### src/rtl/fb_arbiter_pkg.sv
// Framebuffer geometry plus the pixel coordinate and color formats shared by the
// arbiter, its address calculator and anything that talks to the framebuffer.
`ifndef WIDTH
`define WIDTH 640
`endif
`ifndef HEIGHT
`define HEIGHT 480
`endif

package fb_arbiter_pkg;
    localparam int FB_WIDTH  = `WIDTH;
    localparam int FB_HEIGHT = `HEIGHT;
    localparam int FB_ADDR_W = 19;
    localparam int COORD_W   = 16;

    typedef logic signed [COORD_W-1:0] coord_t;

    typedef struct packed {
        coord_t x;
        coord_t y;
    } Point2D;

    typedef logic [23:0] Color;
endpackage

### src/rtl/fb_addr_calc.sv
// Combinational Point2D -> linear framebuffer address, with an on-screen flag.
// The address is meaningless when in_range is low.
module fb_addr_calc import fb_arbiter_pkg::*; #(
    parameter int ADDR_W = FB_ADDR_W
) (
    input  Point2D              pt,
    output logic [ADDR_W-1:0]   addr,
    output logic                in_range
);
    localparam coord_t WIDTH_C  = coord_t'(FB_WIDTH);
    localparam coord_t HEIGHT_C = coord_t'(FB_HEIGHT);

    // Sign bits reject negative coordinates before the signed upper-bound compare.
    assign in_range = !pt.x[COORD_W-1] && !pt.y[COORD_W-1] &&
                      (pt.x < WIDTH_C) && (pt.y < HEIGHT_C);

    assign addr = ADDR_W'(pt.y) * ADDR_W'(FB_WIDTH) + ADDR_W'(pt.x);
endmodule

### src/rtl/fb_arbiter.sv
// Single-port framebuffer arbiter: scanout reads, clear writes and line-pixel writes,
// one access per cycle, with a starvation override that lets a waiting writer beat scanout.
module fb_arbiter import fb_arbiter_pkg::*; #(
    parameter int   ADDR_W       = FB_ADDR_W,
    parameter int   RD_LAT       = 2,
    parameter int   STARVE_LIMIT = 15,
    parameter Color CLEAR_COLOR  = 24'h000000
) (
    input  logic                clk,
    input  logic                n_rst,
    input  logic                rd_req,
    input  Point2D              rd_point,
    output logic                rd_gnt,
    output logic                rd_valid,
    output Color                rd_data,
    input  logic                clr_req,
    input  Point2D              clr_point,
    output logic                clr_gnt,
    input  logic                pix_req,
    input  Point2D              pix_point,
    input  Color                pix_color,
    output logic                pix_gnt,
    output logic [ADDR_W-1:0]   mem_addr,
    output Color                mem_wdata,
    output logic                mem_we,
    output logic                mem_re,
    input  Color                mem_rdata,
    output logic [15:0]         drop_cnt,
    output logic                idle
);
    localparam logic [3:0] STARVE_MAX = 4'(STARVE_LIMIT);

    logic [3:0]        clr_starve, pix_starve;
    logic              clr_hot, pix_hot, wr_gnt, in_range;
    Point2D            win_point;
    logic [ADDR_W-1:0] win_addr;
    // Stage 0 lines up with mem_re, stage RD_LAT with rd_valid.
    logic [RD_LAT:0]   rd_vld_pipe, rd_hit_pipe;

    assign clr_hot = clr_req && (clr_starve == STARVE_MAX);
    assign pix_hot = pix_req && (pix_starve == STARVE_MAX);
    assign wr_gnt  = clr_gnt || pix_gnt;

    // A starved writer only pushes scanout aside; between writers clr always wins.
    always_comb begin
        rd_gnt    = 1'b0;
        clr_gnt   = 1'b0;
        pix_gnt   = 1'b0;
        win_point = pix_point;
        if (rd_req && !clr_hot && !pix_hot) begin
            rd_gnt    = 1'b1;
            win_point = rd_point;
        end else if (clr_req) begin
            clr_gnt   = 1'b1;
            win_point = clr_point;
        end else if (pix_req) begin
            pix_gnt   = 1'b1;
        end
    end

    fb_addr_calc #(.ADDR_W(ADDR_W)) u_addr_calc (
        .pt       (win_point),
        .addr     (win_addr),
        .in_range (in_range)
    );

    always_ff @(posedge clk or negedge n_rst) begin
        if (!n_rst) begin
            clr_starve <= '0;
            pix_starve <= '0;
        end else begin
            if (!clr_req || clr_gnt)
                clr_starve <= '0;
            else if (clr_starve != STARVE_MAX)
                clr_starve <= clr_starve + 4'd1;
            if (!pix_req || pix_gnt)
                pix_starve <= '0;
            else if (pix_starve != STARVE_MAX)
                pix_starve <= pix_starve + 4'd1;
        end
    end

    // Off-screen accesses are granted so upstream moves on, but never reach the SRAM.
    always_ff @(posedge clk or negedge n_rst) begin
        if (!n_rst) begin
            mem_we    <= 1'b0;
            mem_re    <= 1'b0;
            mem_addr  <= '0;
            mem_wdata <= '0;
            drop_cnt  <= '0;
        end else begin
            mem_we <= wr_gnt && in_range;
            mem_re <= rd_gnt && in_range;
            if ((rd_gnt || wr_gnt) && in_range)
                mem_addr <= win_addr;
            if (wr_gnt && in_range)
                mem_wdata <= clr_gnt ? CLEAR_COLOR : pix_color;
            if (wr_gnt && !in_range && (drop_cnt != 16'hFFFF))
                drop_cnt <= drop_cnt + 16'd1;
        end
    end

    always_ff @(posedge clk or negedge n_rst) begin
        if (!n_rst) begin
            rd_vld_pipe <= '0;
            rd_hit_pipe <= '0;
        end else begin
            rd_vld_pipe <= {rd_vld_pipe[RD_LAT-1:0], rd_gnt};
            rd_hit_pipe <= {rd_hit_pipe[RD_LAT-1:0], rd_gnt && in_range};
        end
    end

    assign rd_valid = rd_vld_pipe[RD_LAT];
    assign rd_data  = (rd_valid && rd_hit_pipe[RD_LAT]) ? mem_rdata : '0;

    assign idle = !rd_req && !clr_req && !pix_req && !mem_we && !mem_re && !(|rd_vld_pipe);
endmodule

### config.mk
export PLATFORM = sky130hd
export DESIGN_NAME = fb_arbiter
export DESIGN_NICKNAME = d
export VERILOG_FILES = /design/src/rtl/fb_arbiter_pkg.sv /design/src/rtl/fb_addr_calc.sv /design/src/rtl/fb_arbiter.sv
export SDC_FILE = /design/constraint.sdc
export NUM_CORES = 1
export LEC_CHECK = 0
export CAP_MARGIN = 20
export CORE_MARGIN = 8
export CORE_UTILIZATION = 30
export CTS_CLUSTER_SIZE = 40
export DETAILED_ROUTE_END_ITERATION = 10
export GPL_TIMING_DRIVEN = 0
export SLEW_MARGIN = 20
export SYNTH_ARGS = -nofsm -noshare
export SYNTH_HDL_FRONTEND = slang
export SYNTH_SLANG_ARGS = --single-unit
### constraint.sdc
create_clock -name clk -period 9.01 [get_ports clk]
set_input_delay 1.3515 -clock clk [delete_from_list [all_inputs] [get_ports clk]]
set_output_delay 1.3515 -clock clk [all_outputs]
set_load 0.02 [all_outputs]
-- Word level (Yosys, flattened, before mapping)
Cells that the tools add are included.
- $add $sub $neg: 4
- multiply operators: 1
- $lt $le $gt $ge: 2
- equality and inequality tests: 5
- multiplexer cells: 14
- reduce and logical (&&, ||, !) cells: 36
- operators with widths (kind ; count):
    32-bit two-way mux ; 2
    24-bit two-way mux ; 2
    19-bit by 16-bit adder with 19-bit output ; 1
    1-bit logical AND ; 18
    16-bit by 1-bit adder with 16-bit output (second input constant) ; 1
    16-bit by 10-bit less-than comparator with 1-bit output (second input constant) ; 1
    16-bit by 11-bit less-than comparator with 1-bit output (second input constant) ; 1
    16-bit by 4-bit multiplier with 12-bit output (second input constant) ; 1
    4-bit two-way mux ; 4
    16-bit inequality test (second input constant) ; 1
    1-bit zero test ; 11
    4-bit by 1-bit adder with 4-bit output (second input constant) ; 2
    4-bit equality test (second input constant) ; 2
    4-bit inequality test (second input constant) ; 2
    1-bit two-way mux ; 6
    1-bit logical OR ; 4
    2-bit nonzero test ; 2
    3-bit OR reduction ; 1
- register bits: 75
- output and inout bits: 90

-- Logic depth before layout (Yosys ltp)
- depth in word-level cells: 13
- depth in mapped cells: 25
- gate-level depth less buffers: 23

-- Hierarchy
Synthesis repeated with hierarchy kept, for this count alone.
- cell total of the unflattened synthesis: 488
- area, all modules: 4837.1 µm²
- by module, submodules not included (module ; times used ; cells an instance ; area an instance (µm²)):
    fb_arbiter ; 1 ; 358 ; 3807.4
    fb_addr_calc ; 1 ; 130 ; 1029.7

-- Least setup slack after synthesis
No wires, ideal clock.
- path type: input to register
- from: input rd_req
- to: register mem_addr[18]
- setup time: 0.128 ns
- arrival: 5.294 ns
- required time: 8.882 ns
- path slack: 3.588 ns
- cell stages on the path: 24
- path buffers: 4
- cells stage by stage: clkbuf_2 > nand3_2 > inv_2 > buf_2 > clkbuf_1 > clkbuf_1 > nand2_1 > o21ai_0 > ha_1 > ha_1 > a21o_1 > a21oi_1 > nor2b_1 > o21a_1 > nor2_1 > xnor2_1 > ha_1 > o21ai_0 > a21oi_1 > nor2_1 > a31oi_1 > xnor2_1 > xnor2_1 > a21oi_1
- elaborated cells between the ends (all ways): 18
- those cells by class: add/sub (1); mul (1); order compare (2); mux (4); reduce/logical (10)
- RTL lines (item ; RTL line ; source):
    from (decl) ; fb_arbiter.sv:11 ; input logic rd_req,
    1-bit logical AND (2 in series) ; fb_arbiter.sv:50 ; if (rd_req && !clr_hot && !pix_hot) begin
    1-bit two-way mux ; fb_arbiter.sv:50 ;
    via rd_gnt ; fb_arbiter.sv:13 ; output logic rd_gnt,
    1-bit logical OR ; fb_arbiter.sv:94 ; if ((rd_gnt || wr_gnt) && in_range)
    1-bit logical AND ; fb_arbiter.sv:94 ;
    to (signal assigned) ; fb_arbiter.sv:95 ; mem_addr <= win_addr;
    to (decl) ; fb_arbiter.sv:23 ; output logic [ADDR_W-1:0] mem_addr,
The timed path passes the listed nets, and every way through them passes these cells.
A chain may end at the register's enable or synchronous reset.

-- Worst setup path in the final report
- from: input clr_req
- to: register mem_addr[18]
- longest elaborated chain between the ends: 10
- elaborated cells between the ends (all ways): 23
- those cells by class: add/sub (1); mul (1); order compare (2); mux (7); reduce/logical (12)
- RTL lines (item ; RTL line ; source):
    from (decl) ; fb_arbiter.sv:16 ; input logic clr_req,
    parallel branches: the longest is 10 deep, another holds 19-bit by 16-bit adder with 19-bit output ; n/a ;
Several ways; the timed one is not identified.

==> summary.md <==
| Metric | Value |
|---|---|
| Run status | `complete, no violations` |
| Buf/Inv on CP | `5` |
| Multi-input gate area | `0.00295 mm2` |
| Detailed Route WL | `18,300 um` |
| Crit-path slowest cell | `clkdlybuf4s50_1` |
| Clock Latency Late Sink | `0.33 ns` |
| Layout area overhead | `60.9%` |
| PwrDens | `148 mW/mm2` |
| Period utilization | `72.3%` |
| Min-delay worst type | `flip-flop to flip-flop` |
| Peak VDD IR | `0.0913 mV` |
| Worst EP arrival | `6.72 ns` |
| Post-synthesis sequential element count | `74` |
| Skew final | `0.00791 ns` |
| I/O pins | `239` |
| Ys flop type | `dfrtp_1` |
| Setup_tns | `0 ns` |
| Cts hold-fix bufs | `0` |
| Crit path kind | `primary input to flip-flop` |
| Vias in the first global route | `5,384` |
| CTS Buffer Depth | `2` |
| Mapped Area | `0.00496 mm2` |
| Max Cap Viol | `0` |
| Final hold vios | `0` |
| Final Cell Area | `0.00798 mm2` |
| Placement Cell Area | `0.00762 mm2` |
| Vias | `5,030` |
| Total track usage | `17.1%` |
| Worst endpoint required time | `9.22 ns` |
| Clock period minus worst slack | `6.51 ns` |
| Core area | `0.0163 mm2` |
| Cts bufs inserted | `9` |
| Largest net degree at the start of global routing | `45` |
| Setup repair after global routing missed its margin | `no` |
| Port bufs | `237` |
| Via/cell ratio | `4.92` |
| Unique cell type count in the Yosys netlist | `56` |
| Post-synth ARST share | `100%` |
| Warnings, synthesis | `0` |
| Row cnt | `47` |
| Initial core utilization | `30.3%` |
| Htree depth | `3` |
| Leakage power | `3.58 nW` |
| Setup bufs post-CTS | `0` |
| Cts repair resizes | `0` |
| Share of layout cells above drive strength 1 | `6.98%` |
| Crit path capture type | `flip-flop` |
| Final setup viols | `0` |
| Register area | `0.00185 mm2` |
| Synth Area per Inst | `9.05 um2` |
| Overall die area | `0.0209 mm2` |
| First-pass iteration count of the detailed router | `4` |
| Total power draw | `0.00118 W` |
| Post-Syn Nets | `727` |
| Die span in x | `145 um` |
| Top delay family on crit path | `buffers and inverters` |
| Fmax | `154 MHz` |
| Die Y | `145 um` |
| Root Buffer | `clkbuf_16` |
| First-pass GRT wire length | `27,900 um` |
| Initial antenna violation count | `0` |
| CTS tree | `done` |
| Post-synth EDFFs | `0` |
| Setup slack at placement | `2.16 ns` |
| Antenna Nets Post-Route | `0` |
| DRC viols | `0` |
| Clk slew on worst S/H paths | `0.06 ns` |
| CP max FO | `11` |
| First DRT Iteration DRCs | `213` |
| Final WS setup | `2.50 ns` |
| Post-Syn Instances | `548` |
| Max incr delay on CP | `0.50 ns` |
| # nets final | `976` |
| WL/cell | `17.9 um` |
| Rel. slew slack | `51.1%` |
| Hpwl dp | `15,300 um` |
| Layout fillers | `1,581` |
| Crit path launch type | `primary input` |
| Slew @ Worst Pin | `0.731 ns` |
| Worst reg-to-reg setup slack | `3.38 ns` |
| GRT overflow | `0` |
| Sequential share of the synthesized area | `37.3%` |
| Gpl congestion | `0.938` |
| Clock sinks | `74` |
| Number of diodes | `0` |
| Pins Over Slew Limit | `0` |
metal layers:
layer  vias to the layer above  share of wire [%]  track usage, %  wire length (um)
met4                         0                1.5            4.38               277
met5                         -                  0               0                 0
met1                      2375                 41            20.0              7560
met2                       184                 48            29.4              8840
li1                       2447                  -               -                 -
met3                        24                8.9            5.68              1640
state kept, by name (all words and copies together), names as in the netlist:
| signal | count |
|---|---|
| clr_starve | 4 |
| drop_cnt | 16 |
| mem_addr | 19 |
| mem_wdata | 24 |
| mem_we | 1 |
| pix_starve | 4 |
| rd_hit_pipe | 3 |
| rd_vld_pipe | 3 |
per-stage QoR:
step	hold WS, ns	instances	util, %
after floorplan	0.331	548	-
after global placement	0.331	1005	46.5
after detailed placement	0.345	1006	46.6
after CTS	0.370	1022	48.8
after global routing	0.387	1022	48.8
final	0.364	1022	48.8
synth_stat cells, drive strengths merged (2+ instances only):
master / n / area share (%)
mux2: 19 / 4.3
dfrtp: 74 / 37
and4: 3 / 0.53
xnor2: 26 / 4.6
nor2: 31 / 2.3
a32oi: 2 / 0.35
mux2i: 29 / 5.9
buf: 9 / 1.0
o21bai: 2 / 0.30
or4: 5 / 0.76
nor3: 11 / 1.4
o21ai: 58 / 5.9
a31oi: 5 / 0.63
nand3: 12 / 1.4
nand4: 11 / 1.4
xnor3: 2 / 0.91
a21o: 5 / 0.76
a21oi: 22 / 2.3
ha: 29 / 7.3
xor2: 18 / 3.2
and3: 26 / 3.3
nand2: 92 / 7.0
inv: 12 / 0.91
clkbuf: 17 / 1.3
nor4: 6 / 0.76
cells by family (layout without fill, tap and decap cells):
| family | after synthesis | in the layout | share of synthesized area [%] |
|---|---|---|---|
| AOI/OAI and AO/OA | 107 | 107 | 12.7 |
| xor gates and xnor gates | 46 | 46 | 8.68 |
| and+or+nand+nor | 204 | 204 | 19.9 |
| DFF | 74 | 74 | 37.3 |
| muxes | 48 | 48 | 10.2 |
| adders and majority gates | 31 | 31 | 7.95 |
| buffers and inverters | 38 | 292 | 3.23 |
placed cells by master (no fill, tap or decap), drive strengths merged, types with 18 or more instances in the layout:
cell	n
a21oi	22
and3	26
clkbuf	27
clkdlybuf4s50	236
dfrtp	74
ha	29
mux2	19
mux2i	29
nand2	92
nor2	31
o21ai	58
xnor2	26
xor2	18
where the power goes:
part	internal, W	switching (W)
Sequential	0.000348	0.0000191
Combinational	0.000198	0.000193
Clock	0.000278	0.000140
Total	0.000824	0.000353
cell type report:
type                            instances  area share, %
Clock buffer                           10           3.00
Multi-Input combinational cell        436           36.9
Inverter                               12          0.565
Clock inverter                          6           1.43
Sequential cell                        74           23.2
Timing Repair Buffer                  238           30.0
Tap cell                              220           3.45
Buffer                                 26           1.44
path summary, 6_finish.rpt:
path,from,end,cells after the start
hold / removal,rd_hit_pipe[1],rd_hit_pipe[2],0
max in group asynchronous,n_rst,mem_addr[5],2
hold reg to reg,rd_hit_pipe[1],rd_hit_pipe[2],0
setup / recovery,clr_req,mem_addr[18],25
min in group asynchronous,n_rst,pix_starve[3],1
setup reg to reg,pix_starve[0],mem_addr[18],25
Note: power is estimated with default switching activity, not from simulation.
